## src/rtl/rx_pkg.sv

```systemverilog
// Shared definitions for the rx clocking blocks.
// Sequencer state encoding and default timing.
package rx_pkg;

    typedef enum logic [2:0] {
        ST_RESET_DCM = 3'd0,
        ST_WAIT_LOCK = 3'd1,
        ST_STABLE    = 3'd2,
        ST_RUN       = 3'd3,
        ST_FAIL      = 3'd4
    } state_e;

    localparam int unsigned DEF_RST_HOLD    = 8;
    localparam int unsigned DEF_LOCK_TMO    = 4096;
    localparam int unsigned DEF_LOCK_STABLE = 64;
    localparam int unsigned DEF_MAX_RETRIES = 7;
    localparam int unsigned DEF_CNT_W       = 16;

endpackage

```

## src/rtl/rx_dcm_seq_if.sv

```systemverilog
// Control/status bundle between the DCM sequencer and its user.
// master is the sequencer side.
interface rx_dcm_seq_if;

    logic       dcm_locked;
    logic       restart;
    logic       dcm_rst;
    logic       rx_rst;
    logic       clk_ready;
    logic       lock_fail;
    logic       lock_lost;
    logic [3:0] retry_cnt;
    logic [2:0] state;

    modport master (
        input  dcm_locked, restart,
        output dcm_rst, rx_rst, clk_ready,
        output lock_fail, lock_lost,
        output retry_cnt, state
    );

    modport slave (
        output dcm_locked, restart,
        input  dcm_rst, rx_rst, clk_ready,
        input  lock_fail, lock_lost,
        input  retry_cnt, state
    );

endinterface

```

## src/rtl/sync2.sv

```systemverilog
// Two-flop synchronizer with asynchronous active-low clear.
// Reusable for any single-bit CDC input.
module sync2 (
    input  logic clk,
    input  logic rst_n,
    input  logic d,
    output logic q
);

    logic s1_q;
    logic s2_q;

    always_ff @(posedge clk or negedge rst_n) begin
        if (!rst_n) begin
            s1_q <= 1'b0;
            s2_q <= 1'b0;
        end else begin
            s1_q <= d;
            s2_q <= s1_q;
        end
    end

    assign q = s2_q;

endmodule

```

## src/rtl/rx_dcm_seq.sv

```systemverilog
// Reset/lock sequencer for the rx DCM: reset pulse, lock wait with
// retries, lock qualification, loss-of-lock recovery.
module rx_dcm_seq
    import rx_pkg::*;
#(
    parameter int unsigned RST_HOLD_CYCLES    = DEF_RST_HOLD,
    parameter int unsigned LOCK_TIMEOUT       = DEF_LOCK_TMO,
    parameter int unsigned LOCK_STABLE_CYCLES = DEF_LOCK_STABLE,
    parameter int unsigned MAX_RETRIES        = DEF_MAX_RETRIES,
    parameter int unsigned CNT_W              = DEF_CNT_W
) (
    input  logic          rxclk_in,
    input  logic          reset,
    rx_dcm_seq_if.master  bus
);

    localparam logic [CNT_W-1:0] HOLD_END = CNT_W'(RST_HOLD_CYCLES - 1);
    localparam logic [CNT_W-1:0] TMO_END  = CNT_W'(LOCK_TIMEOUT - 1);
    localparam logic [CNT_W-1:0] STB_END  = CNT_W'(LOCK_STABLE_CYCLES - 1);
    localparam logic [3:0]       MAX_R    = 4'(MAX_RETRIES);

    logic             lk;
    state_e           state_q, state_d;
    logic [CNT_W-1:0] cnt_q, cnt_d;
    logic [3:0]       retry_q, retry_d;
    logic             dcm_rst_q, dcm_rst_d;
    logic             rx_rst_q, rx_rst_d;
    logic             ready_q, ready_d;
    logic             fail_q, fail_d;
    logic             lost_q, lost_d;

    sync2 u_lock_sync (
        .clk   (rxclk_in),
        .rst_n (reset),
        .d     (bus.dcm_locked),
        .q     (lk)
    );

    always_comb begin
        state_d = state_q;
        retry_d = retry_q;
        lost_d  = 1'b0;
        if (bus.restart) begin
            state_d = ST_RESET_DCM;
            retry_d = '0;
        end else begin
            case (state_q)
                ST_RESET_DCM: begin
                    if (cnt_q == HOLD_END) state_d = ST_WAIT_LOCK;
                end
                ST_WAIT_LOCK: begin
                    // a lock seen on the timeout cycle still wins
                    if (lk) begin
                        state_d = ST_STABLE;
                    end else if (cnt_q == TMO_END) begin
                        if (retry_q >= MAX_R) begin
                            state_d = ST_FAIL;
                        end else begin
                            state_d = ST_RESET_DCM;
                            retry_d = retry_q + 4'd1;
                        end
                    end
                end
                ST_STABLE: begin
                    if (!lk) state_d = ST_WAIT_LOCK;
                    else if (cnt_q == STB_END) state_d = ST_RUN;
                end
                ST_RUN: begin
                    if (!lk) begin
                        state_d = ST_RESET_DCM;
                        retry_d = '0;
                        lost_d  = 1'b1;
                    end
                end
                ST_FAIL: state_d = ST_FAIL;
                default: state_d = ST_RESET_DCM;
            endcase
        end

        if (bus.restart || (state_d != state_q)) cnt_d = '0;
        else cnt_d = cnt_q + CNT_W'(1);

        // outputs follow the state being entered, so they are registered
        dcm_rst_d = (state_d == ST_RESET_DCM) || (state_d == ST_FAIL);
        rx_rst_d  = (state_d != ST_RUN);
        ready_d   = (state_d == ST_RUN);
        fail_d    = (state_d == ST_FAIL);
    end

    always_ff @(posedge rxclk_in or negedge reset) begin
        if (!reset) begin
            state_q   <= ST_RESET_DCM;
            cnt_q     <= '0;
            retry_q   <= '0;
            dcm_rst_q <= 1'b1;
            rx_rst_q  <= 1'b1;
            ready_q   <= 1'b0;
            fail_q    <= 1'b0;
            lost_q    <= 1'b0;
        end else begin
            state_q   <= state_d;
            cnt_q     <= cnt_d;
            retry_q   <= retry_d;
            dcm_rst_q <= dcm_rst_d;
            rx_rst_q  <= rx_rst_d;
            ready_q   <= ready_d;
            fail_q    <= fail_d;
            lost_q    <= lost_d;
        end
    end

    assign bus.dcm_rst   = dcm_rst_q;
    assign bus.rx_rst    = rx_rst_q;
    assign bus.clk_ready = ready_q;
    assign bus.lock_fail = fail_q;
    assign bus.lock_lost = lost_q;
    assign bus.retry_cnt = retry_q;
    assign bus.state     = state_q;

endmodule

```

## src/flat_wrapper.sv

```systemverilog
// flat-port wrapper written by rule: the top's interface ports become plain ports
module rx_dcm_seq_flat import rx_pkg::*;
#(
    parameter int unsigned RST_HOLD_CYCLES    = DEF_RST_HOLD,
    parameter int unsigned LOCK_TIMEOUT       = DEF_LOCK_TMO,
    parameter int unsigned LOCK_STABLE_CYCLES = DEF_LOCK_STABLE,
    parameter int unsigned MAX_RETRIES        = DEF_MAX_RETRIES,
    parameter int unsigned CNT_W              = DEF_CNT_W
)
  (rxclk_in, reset, bus_dcm_locked, bus_restart, bus_dcm_rst, bus_rx_rst, bus_clk_ready, bus_lock_fail, bus_lock_lost, bus_retry_cnt, bus_state);
  rx_dcm_seq_if bus_i ();
  input  logic rxclk_in;
  input  logic reset;
  input wire logic [$bits(bus_i.dcm_locked)-1:0] bus_dcm_locked;
  input wire logic [$bits(bus_i.restart)-1:0] bus_restart;
  output wire logic [$bits(bus_i.dcm_rst)-1:0] bus_dcm_rst;
  output wire logic [$bits(bus_i.rx_rst)-1:0] bus_rx_rst;
  output wire logic [$bits(bus_i.clk_ready)-1:0] bus_clk_ready;
  output wire logic [$bits(bus_i.lock_fail)-1:0] bus_lock_fail;
  output wire logic [$bits(bus_i.lock_lost)-1:0] bus_lock_lost;
  output wire logic [$bits(bus_i.retry_cnt)-1:0] bus_retry_cnt;
  output wire logic [$bits(bus_i.state)-1:0] bus_state;
  assign bus_i.dcm_locked = bus_dcm_locked;
  assign bus_i.restart = bus_restart;
  assign bus_dcm_rst = bus_i.dcm_rst;
  assign bus_rx_rst = bus_i.rx_rst;
  assign bus_clk_ready = bus_i.clk_ready;
  assign bus_lock_fail = bus_i.lock_fail;
  assign bus_lock_lost = bus_i.lock_lost;
  assign bus_retry_cnt = bus_i.retry_cnt;
  assign bus_state = bus_i.state;
  rx_dcm_seq #(.RST_HOLD_CYCLES(RST_HOLD_CYCLES), .LOCK_TIMEOUT(LOCK_TIMEOUT), .LOCK_STABLE_CYCLES(LOCK_STABLE_CYCLES), .MAX_RETRIES(MAX_RETRIES), .CNT_W(CNT_W)) u_core (.rxclk_in(rxclk_in), .reset(reset), .bus(bus_i));
endmodule
```

## config.mk

```make
export PLATFORM = sky130hd
export DESIGN_NAME = rx_dcm_seq_flat
export DESIGN_NICKNAME = d
export VERILOG_FILES = /design/src/rtl/rx_pkg.sv /design/src/rtl/rx_dcm_seq_if.sv /design/src/rtl/sync2.sv /design/src/rtl/rx_dcm_seq.sv /design/src/flat_wrapper.sv
export SDC_FILE = /design/constraint.sdc
export NUM_CORES = 1
export LEC_CHECK = 0
export ABC_AREA = 1
export CAP_MARGIN = 40
export CORE_ASPECT_RATIO = 0.8
export CORE_MARGIN = 2
export CORE_UTILIZATION = 62
export CTS_BUF_LIST = sky130_fd_sc_hd__clkbuf_8
export CTS_CLUSTER_SIZE = 24
export DETAILED_ROUTE_END_ITERATION = 8
export HOLD_SLACK_MARGIN = 0.1
export PLACE_DENSITY = 0.95
export SLEW_MARGIN = 20
export SYNTH_ARGS = -nofsm -noshare
export SYNTH_HDL_FRONTEND = slang
export SYNTH_SLANG_ARGS = --single-unit
```

## constraint.sdc

```tcl
create_clock -name rxclk_in -period 5.68 [get_ports rxclk_in]
set_clock_uncertainty 0.1 [all_clocks]
set_input_delay 1.136 -clock rxclk_in [delete_from_list [all_inputs] [get_ports rxclk_in]]
set_output_delay 1.136 -clock rxclk_in [all_outputs]
set_load 0.01 [all_outputs]
```

======== Word level (Yosys, flattened, before mapping) ========
Index checks and enable logic that the tools add are counted.
word-level totals
  register bits after elaboration ......... 30
  input bits .............................. 4
  output and inout port bits .............. 12
  word-level logic and storage cells ...... 53
operators by class
  add/sub/neg operators ................... 2
  order comparisons ....................... 1
  equality and inequality tests ........... 15
  multiplexer cells ....................... 19
  reductions and logical operators ........ 6
operator list
  cell                   number
  $mux 3                 8
  $mux 4                 5
  $add 16x1->16 const B  1
  $eq 16x12->1 const B   1
  $eq 16x3->1 const B    1
  $eq 16x6->1 const B    1
  $mux 16                1
  $pmux 3 s5             1
  $eq 3x2->1 const B     3
  $ne 3x3->1 const B     3
  $pmux 4 s2             1
  $eq 3x3->1 const B     2
  $logic_not 3->1        2
  $ne 3x2->1 const B     2
  $reduce_and 5->1       1
  $add 4x1->4 const B    1
  $ge 4x3->1 const B     1
  $eq 3x1->1 const B     1
  $mux 1                 3
  $ne 3x3->1             1
  $reduce_bool 3->1      1
  $logic_or 1x1->1       2

======== Longest topological paths before layout ========
Gate-level depths: netlist of run 1.
  word-level depth ........................ 9
  depth in mapped cells ................... 13

======== By module ========
Synthesis of run 1 repeated with hierarchy kept, for this count alone.
unflattened totals
  cells, all modules ...................... 177
  area total of the unflattened synthesis .. 1,547.7 um^2
modules (own cells, without submodules)
  module      times used  cells an instance  area an instance (um^2)
  rx_dcm_seq  1           175                1,497.7
  sync2       1           2                  50.0

======== Worst setup path after synthesis of run 1 ========
No wires, ideal clock.
  path kind ............................... in2reg
  from .................................... input bus_restart
  to ...................................... register u_core.cnt_q[5]
  setup time .............................. 0.128 ns
  arrival ................................. 2.005 ns
  data required time ...................... 5.452 ns
  setup slack ............................. 3.447 ns
  stages on the path ...................... 11
  buffers on the path ..................... 1
  cells stage by stage .................... inv_2 nand2_1 nor2_1 nand2_1 inv_1 a21oi_1 nand2_2 nor2_4 nand3_4 buf_8 nor2_4
on the way
  cells in the longest elaborated chain, start to end .. 4
ends and longest elaborated chain
  what                   line                source
  from (decl)            flat_wrapper.sv:15  input wire logic [$bits(bus_i.restart)-1:0] bus_restart;
  $mux 3                 rx_dcm_seq.sv:43    if (bus.restart) begin
  net u_core.state_d[1]  rx_dcm_seq.sv:23    state_e state_q, state_d;
  $ne 3x3->1             rx_dcm_seq.sv:80    if (bus.restart || (state_d != state_q)) cnt_d = '0;
  $logic_or 1x1->1       rx_dcm_seq.sv:80
  $mux 16                rx_dcm_seq.sv:80
  net u_core.cnt_d[5]    rx_dcm_seq.sv:24    logic [CNT_W-1:0] cnt_q, cnt_d;
  to (signal assigned)   rx_dcm_seq.sv:102   cnt_q <= cnt_d;
  to (decl)              rx_dcm_seq.sv:24
The timed path passes the listed nets, and every way through them passes these cells.
A chain may end at the register's enable or synchronous reset.

======== Worst setup path in the final report of run 1 ========
  from .................................... input bus_restart
  to ...................................... register u_core.cnt_q[2]
The elaborated chain is that of the path after synthesis.

==> results of run 1 <==
==> worst reg2reg max path, delay by kind of cell (launching register included) <==
| kind | cells | cell delay (ps) |
|---|---|---|
| buf+inv | 2 | 150 |
| simple gates | 9 | 1140 |
| fa+ha+maj | 1 | 250 |
| flops | 1 | 400 |
==> cells by family after synthesis <==
logic type	synth area share
AOI/OAI and AO/OA	0.05781
adders and majority gates	0.01651
buffers and inverters	0.05284
and+or+nand+nor	0.3121
xor gates and xnor gates	0.06358
DFF	0.4971
==> stage by stage <==
stage                 util  setup WS (ps)
CTS                 0.7972           2870
detailed placement  0.7563           2615
global placement    0.7563           2768
finish              0.7972           2860
floorplan                -           3447
global route        0.7972           2694
==> worst paths after layout <==
path	to	slack (ps)	cells after the start	start
worst max register to register	u_core.cnt_q[2]	3570	12	u_core.cnt_q[0]
worst min register to register	u_core.u_lock_sync.q	270	0	u_core.u_lock_sync.s1_q
max in group asynchronous	u_core.bus.dcm_rst	4030	2	reset
worst max-delay path	u_core.cnt_q[2]	2860	11	bus_restart
min in group asynchronous	u_core.cnt_q[3]	1130	2	reset
worst min-delay path	u_core.u_lock_sync.q	270	0	u_core.u_lock_sync.s1_q
==> per-layer routing <==
layer	vias up	global-route usage	share of wire
li1	594	-	-
met1	579	0.3465	0.44
met2	46	0.3736	0.46
met3	5	0.1034	0.086
met4	0	0.08636	0.014
met5	-	0	0
==> area by class of cell <==
type                       instances  area, µm²
timing repair buffer              16      157.7
multi-input combinational        123      681.9
fill                             135      452.9
sequential                        30      753.2
inverter                          17      65.06
clock buffer                       6      82.58
clock inverter                     2      8.758
tap                               25      31.28
==> placed cells by master (no fill, tap or decap), types with 2 or more instances in the layout <==
master            n
nand2_1          27
xnor2_1           5
ha_1              2
clkdlybuf4s50_1  15
nand3_2           2
inv_1            13
nand3_1          10
nand2_2           3
inv_2             3
nor2_2            8
nand4_1           3
a21oi_1           9
clkinv_2          2
o21ai_0           4
nor4_1            2
nor2_1           30
dfrtp_1          28
dfstp_2           2
nor3_1            3
nor2_4            4
clkbuf_8          6
xor2_1            6
==> state kept, by name, indices dropped and copies added (netlist names) <==
name and flops:
u_core.u_lock_sync.q 1, u_core.bus.dcm_rst 1, u_core.bus.lock_fail 1, u_core.bus.lock_lost 1, u_core.bus.rx_rst 1, u_core.bus.state 3, u_core.cnt_q 16, u_core.bus.retry_cnt 4
u_core.u_lock_sync.s1_q 1, u_core.bus.clk_ready 1
==> power by group through the flow <==
stage | Sequential, mW | Combinational [mW] | Clock, mW
6_report | 0.236 | 0.0540 | 0.172
5_1_grt | 0.238 | 0.0610 | 0.188
4_1_cts | 0.236 | 0.0543 | 0.175
3_5_place_dp | 0.240 | 0.0537 | 0
3_3_place_gp | 0.239 | 0.0493 | 0
2_1_floorplan | 0.238 | 0.0369 | 0
==> results.cfg, run 1 <==
[placement]
hpwl_um = 2119
numPortBuffers = 15
place.gp.congestion = 0.8422
dp_cells = 211
dpl_cell_area_mm2 = 0.001689

[route]
final_antenna_net_count = 0
vias = 1224
drt_first_iter_violations = 73
wl_um = 2959
drc = 0
via_per_inst = 5.589
first_pass_iters = 4
post_drt_wl_per_cell_um = 13.51

[setup_path]
path_cells = clkdlybuf4s50_1 -> inv_2 -> nand2_1 -> nor2_1 -> nand2_1 -> inv_1 -> a21oi_1 -> nand2_2 -> nor2_4 -> nand3_4 -> nor2_1
cp_data_required_time_ps = 5790
crit_buf_inv = 3
max_stage_delay_ps = 570
startpoint_type = input port
arrival_ps = 2930
cp_top_family = simple AND/OR/NAND/NOR gates
crit_type = input port to flip-flop
crit_fanout = 16
end_kind = flip-flop
cpMaxStageDelayCell = clkdlybuf4s50_1

[die]
rows = 15
core_area_mm2 = 0.002233
die-area_mm2 = 0.002858
start_util = 0.6784
io_pins = 16
die_x_um = 59.27
die-height_um = 48.22

[layout]
design_area_mm2 = 0.001780
layout-drive-gt1-share = 0.1753
num-nets-final = 199
stdcell_count = 219
area_delta_synth_final_pct = 17.51
num_antenna_cells = 0

[yosys]
yosys.area.top_type_share = 0.4624
ys_seq_area_frac = 0.4971
ys_warn_count = 0
synth-async-reset-ratio = 1.000
synthFlopType = dfrtp_1
synth_most_common_cell = nor2_1
netlist_instances = 171
synth_cell_types = 27
ys_top_cells_by_count = nor2_1, dfrtp_1, nand2_1, inv_1, nand3_1
synth-seq-cells = 30
synth_edf_count = 0
synth_top_cell_by_area = dfrtp_1
netlist_area_mm2 = 0.001515
synth_nets = 177
syn_avg_cell_area_um2 = 8.861
synth_area_leaders = dfrtp_1, nor2_1, nand2_1

[power]
p_comb_frac = 0.117
ir_drop_mv = 0.2296
p_int_mw = 0.3417
p_sw_frac = 0.2607
leakagePower_nw = 0.8383
total_power_mw = 0.4622
power.switching_mw = 0.1205
seqPwrFrac = 0.511
clock_power_share = 0.372
p_per_area_mw_per_mm2 = 259.6

[sta]
finalSetupViolations = 0
slew_headroom = 0.7442
fmax_ghz = 0.3546
tightestPinTransition_ps = 379.6
hold_ws_ps = 270.8
period_share = 0.4965
rsz0062_at_grt = no
report.final.slew_viol_count = 0
hold_viol = 0
period_needed_ps = 2820
fin_tns_setup_ps = 0

[run]
max_cap_violations = 0

[grt]
grt_max_degree = 31
grt_pass1_wl_um = 5023
grt_pass1_vias = 1075
grt-ovfl-total = 0
antenna_found_initial = 0
grt_usage = 0.2543

[cts]
htree_levels = 2
clock_latency_ps = 290
cts_sinks = 30
numCtsBuffers = 5
clockRootBuffer = clkbuf_8
cts_resized = 0
clk_pin_slew_ps = 60
ctsHoldBuffers = 0
postCtsSetupBuffers = 0
cts_buffer_depth = 2
cts_tree = built

[run_status]
outcome = finished clean

[hold_path]
holdCritPathClass = flip-flop to flip-flop
Power figures use the tool's default switching activity.
==> run 2, diff against run 1 <==
--- a/config.mk
+++ b/config.mk
@@ -9,12 +9,12 @@
 export CAP_MARGIN = 40
 export CORE_ASPECT_RATIO = 0.8
 export CORE_MARGIN = 2
-export CORE_UTILIZATION = 62
+export CORE_UTILIZATION = 52
 export CTS_BUF_LIST = sky130_fd_sc_hd__clkbuf_8
 export CTS_CLUSTER_SIZE = 24
 export DETAILED_ROUTE_END_ITERATION = 8
 export HOLD_SLACK_MARGIN = 0.1
-export PLACE_DENSITY = 0.95
+export PLACE_DENSITY = 0.86
 export SLEW_MARGIN = 20
 export SYNTH_ARGS = -nofsm -noshare
 export SYNTH_HDL_FRONTEND = slang
==> constraint.sdc (replaced) <==
create_clock -name rxclk_in -period 2.37 [get_ports rxclk_in]
set_clock_uncertainty 0.1 [all_clocks]
set_input_delay 0.474 -clock rxclk_in [delete_from_list [all_inputs] [get_ports rxclk_in]]
set_output_delay 0.474 -clock rxclk_in [all_outputs]
set_load 0.01 [all_outputs]
==> run 2 against run 1 <==
Effect of this change:
- non-clock buffer count grew 1
- utilization down 14 points
- global-route usage decreased by 3.9 points
- worst setup slack got worse by 2600 ps
- register-to-register slack lost 3300 ps
- largest power group unchanged
- via count is 0.49% lower
- clock power increased to 2.7 times the previous value
- sequential share of layout area shrank 0.99 points
- combinational power up 140%
- die area grew 18%
- critical path type is now flip-flop to flip-flop
- largest cell class unchanged
==> results.cfg, run 2 (synthesized netlist as in run 1, its figures left out) <==
[hold_path]
holdCritPathClass = flip-flop to flip-flop
min_path_cells = 0

[sta]
fin_tns_setup_ps = 0
period_share = 0.8855
period_needed_ps = 2099
slew_headroom = 0.7279
tightestPinTransition_ps = 403.8
hold_viol = 0
report.final.slew_viol_count = 0
fmax_ghz = 0.4765
finalSetupViolations = 0
rsz0062_at_grt = no

[power]
p_per_area_mw_per_mm2 = 641.0
ir_drop_mv = 0.4412
leakagePower_nw = 0.8482

[die]
die-height_um = 52.28
die_x_um = 64.35
die-area_mm2 = 0.003364
core_area_mm2 = 0.002765
start_util = 0.5480
rows = 17
io_pins = 16

[layout]
layout-drive-gt1-share = 0.1846
area_delta_synth_final_pct = 20.31
largest_reg_flops = 16
stdcell_count = 233
regMostFlops = u_core.cnt_q
num_antenna_cells = 0
num-nets-final = 200
layout_common_cells = nor2_1, dfrtp_1, nand2_1
final_common_cell = nor2_1

[route]
drc = 0
via_per_inst = 5.227
post_drt_wl_per_cell_um = 12.87
first_pass_iters = 4
wl_um = 2999
final_antenna_net_count = 0
drt_first_iter_violations = 68
vias = 1218

[cts]
cts_sinks = 30
clockRootBuffer = clkbuf_8
clock_latency_ps = 280
cts_buffer_depth = 2
numCtsBuffers = 5
clk_pin_slew_ps = 60
cts_resized = 0
cts_tree = built
ctsHoldBuffers = 0
htree_levels = 2
postCtsSetupBuffers = 0

[grt]
grt_pass1_vias = 1170
grt_max_degree = 31
grt-ovfl-total = 0
antenna_found_initial = 0
grt_usage = 0.2155
grt_pass1_wl_um = 5375

[setup_path]
startpoint_type = flip-flop
rr_worst_depth = 12
crit_type = flip-flop to flip-flop
end_kind = flip-flop
crit_fanout = 16
arrival_ps = 2190
cp_data_required_time_ps = 2470

[placement]
numPortBuffers = 15
place.gp.congestion = 0.8851
hpwl_um = 2167
dp_cells = 225

[run_status]
outcome = finished clean

[run]
max_cap_violations = 0
-- run 2: worst max-delay path: stages, from the launching register on --
cell	delay, ps
dfrtp_1	400
ha_1	260
nand3_1	170
inv_2	70
nand2_4	90
clkinv_2	60
nand2_1	80
nand2_1	50
nand3_1	110
nand2_1	120
nand2_2	100
nand3_4	220
nor2_1	180
-- run 2: final cells by class --
cell class / instances / area [µm²]
fill: 226 / 942.2
timing repair buffer: 17 / 165.2
sequential: 30 / 753.2
inverter: 17 / 65.06
multi-input combinational: 123 / 681.9
clock buffer: 8 / 110.1
tap: 38 / 47.55
-- run 2: worst paths after layout --
kind                                               from                   end  slack (ps)
max in group asynchronous                         reset    u_core.bus.dcm_rst        1390
min in group asynchronous                         reset      u_core.cnt_q[11]         480
worst max-delay path                    u_core.cnt_q[0]       u_core.cnt_q[3]         270
worst min-delay path            u_core.u_lock_sync.s1_q  u_core.u_lock_sync.q         250
worst min register to register  u_core.u_lock_sync.s1_q  u_core.u_lock_sync.q         250
worst max register to register          u_core.cnt_q[0]       u_core.cnt_q[3]         270
-- run 2: power breakdown --
part           internal (mW)  leakage [nW]  total, mW  switching (mW)
Clock                  0.293        0.0575      0.472           0.179
Sequential             0.541         0.403      0.570          0.0290
Combinational         0.0496         0.388      0.127          0.0774
Total                  0.883         0.848       1.17           0.285
-- run 2: through the flow --
stage	hold slack (ps)	worst slack (ps)	utilization	power (mW)	cell area, µm²
detailed placement	237.0	127.5	0.6195	0.7055	1713
global route	266.1	47.51	0.6593	1.218	1823
finish	247.6	271.5	0.6593	1.169	1823
floorplan	78.41	572.1	-	0.6598	1515
CTS	250.6	243.5	0.6593	1.182	1823
global placement	240.7	194.1	0.6195	0.6933	1713
-- run 2: metal layers --
metal	vias up	GRT usage	wire length (µm)
li1	594	-	-
met1	596	0.2871	1399
met2	23	0.3385	1437
met3	5	0.05376	113
met4	0	0.09220	49
met5	-	0	0
==> run 3, diff against run 2 <==
--- a/config.mk
+++ b/config.mk
@@ -13,7 +13,7 @@
 export CTS_BUF_LIST = sky130_fd_sc_hd__clkbuf_8
 export CTS_CLUSTER_SIZE = 24
 export DETAILED_ROUTE_END_ITERATION = 8
-export HOLD_SLACK_MARGIN = 0.1
+export HOLD_SLACK_MARGIN = 0.03
 export PLACE_DENSITY = 0.86
 export SLEW_MARGIN = 20
 export SYNTH_ARGS = -nofsm -noshare
==> results of run 3 <==
The final DEF is identical to that of run 2; final timing and power are the same.
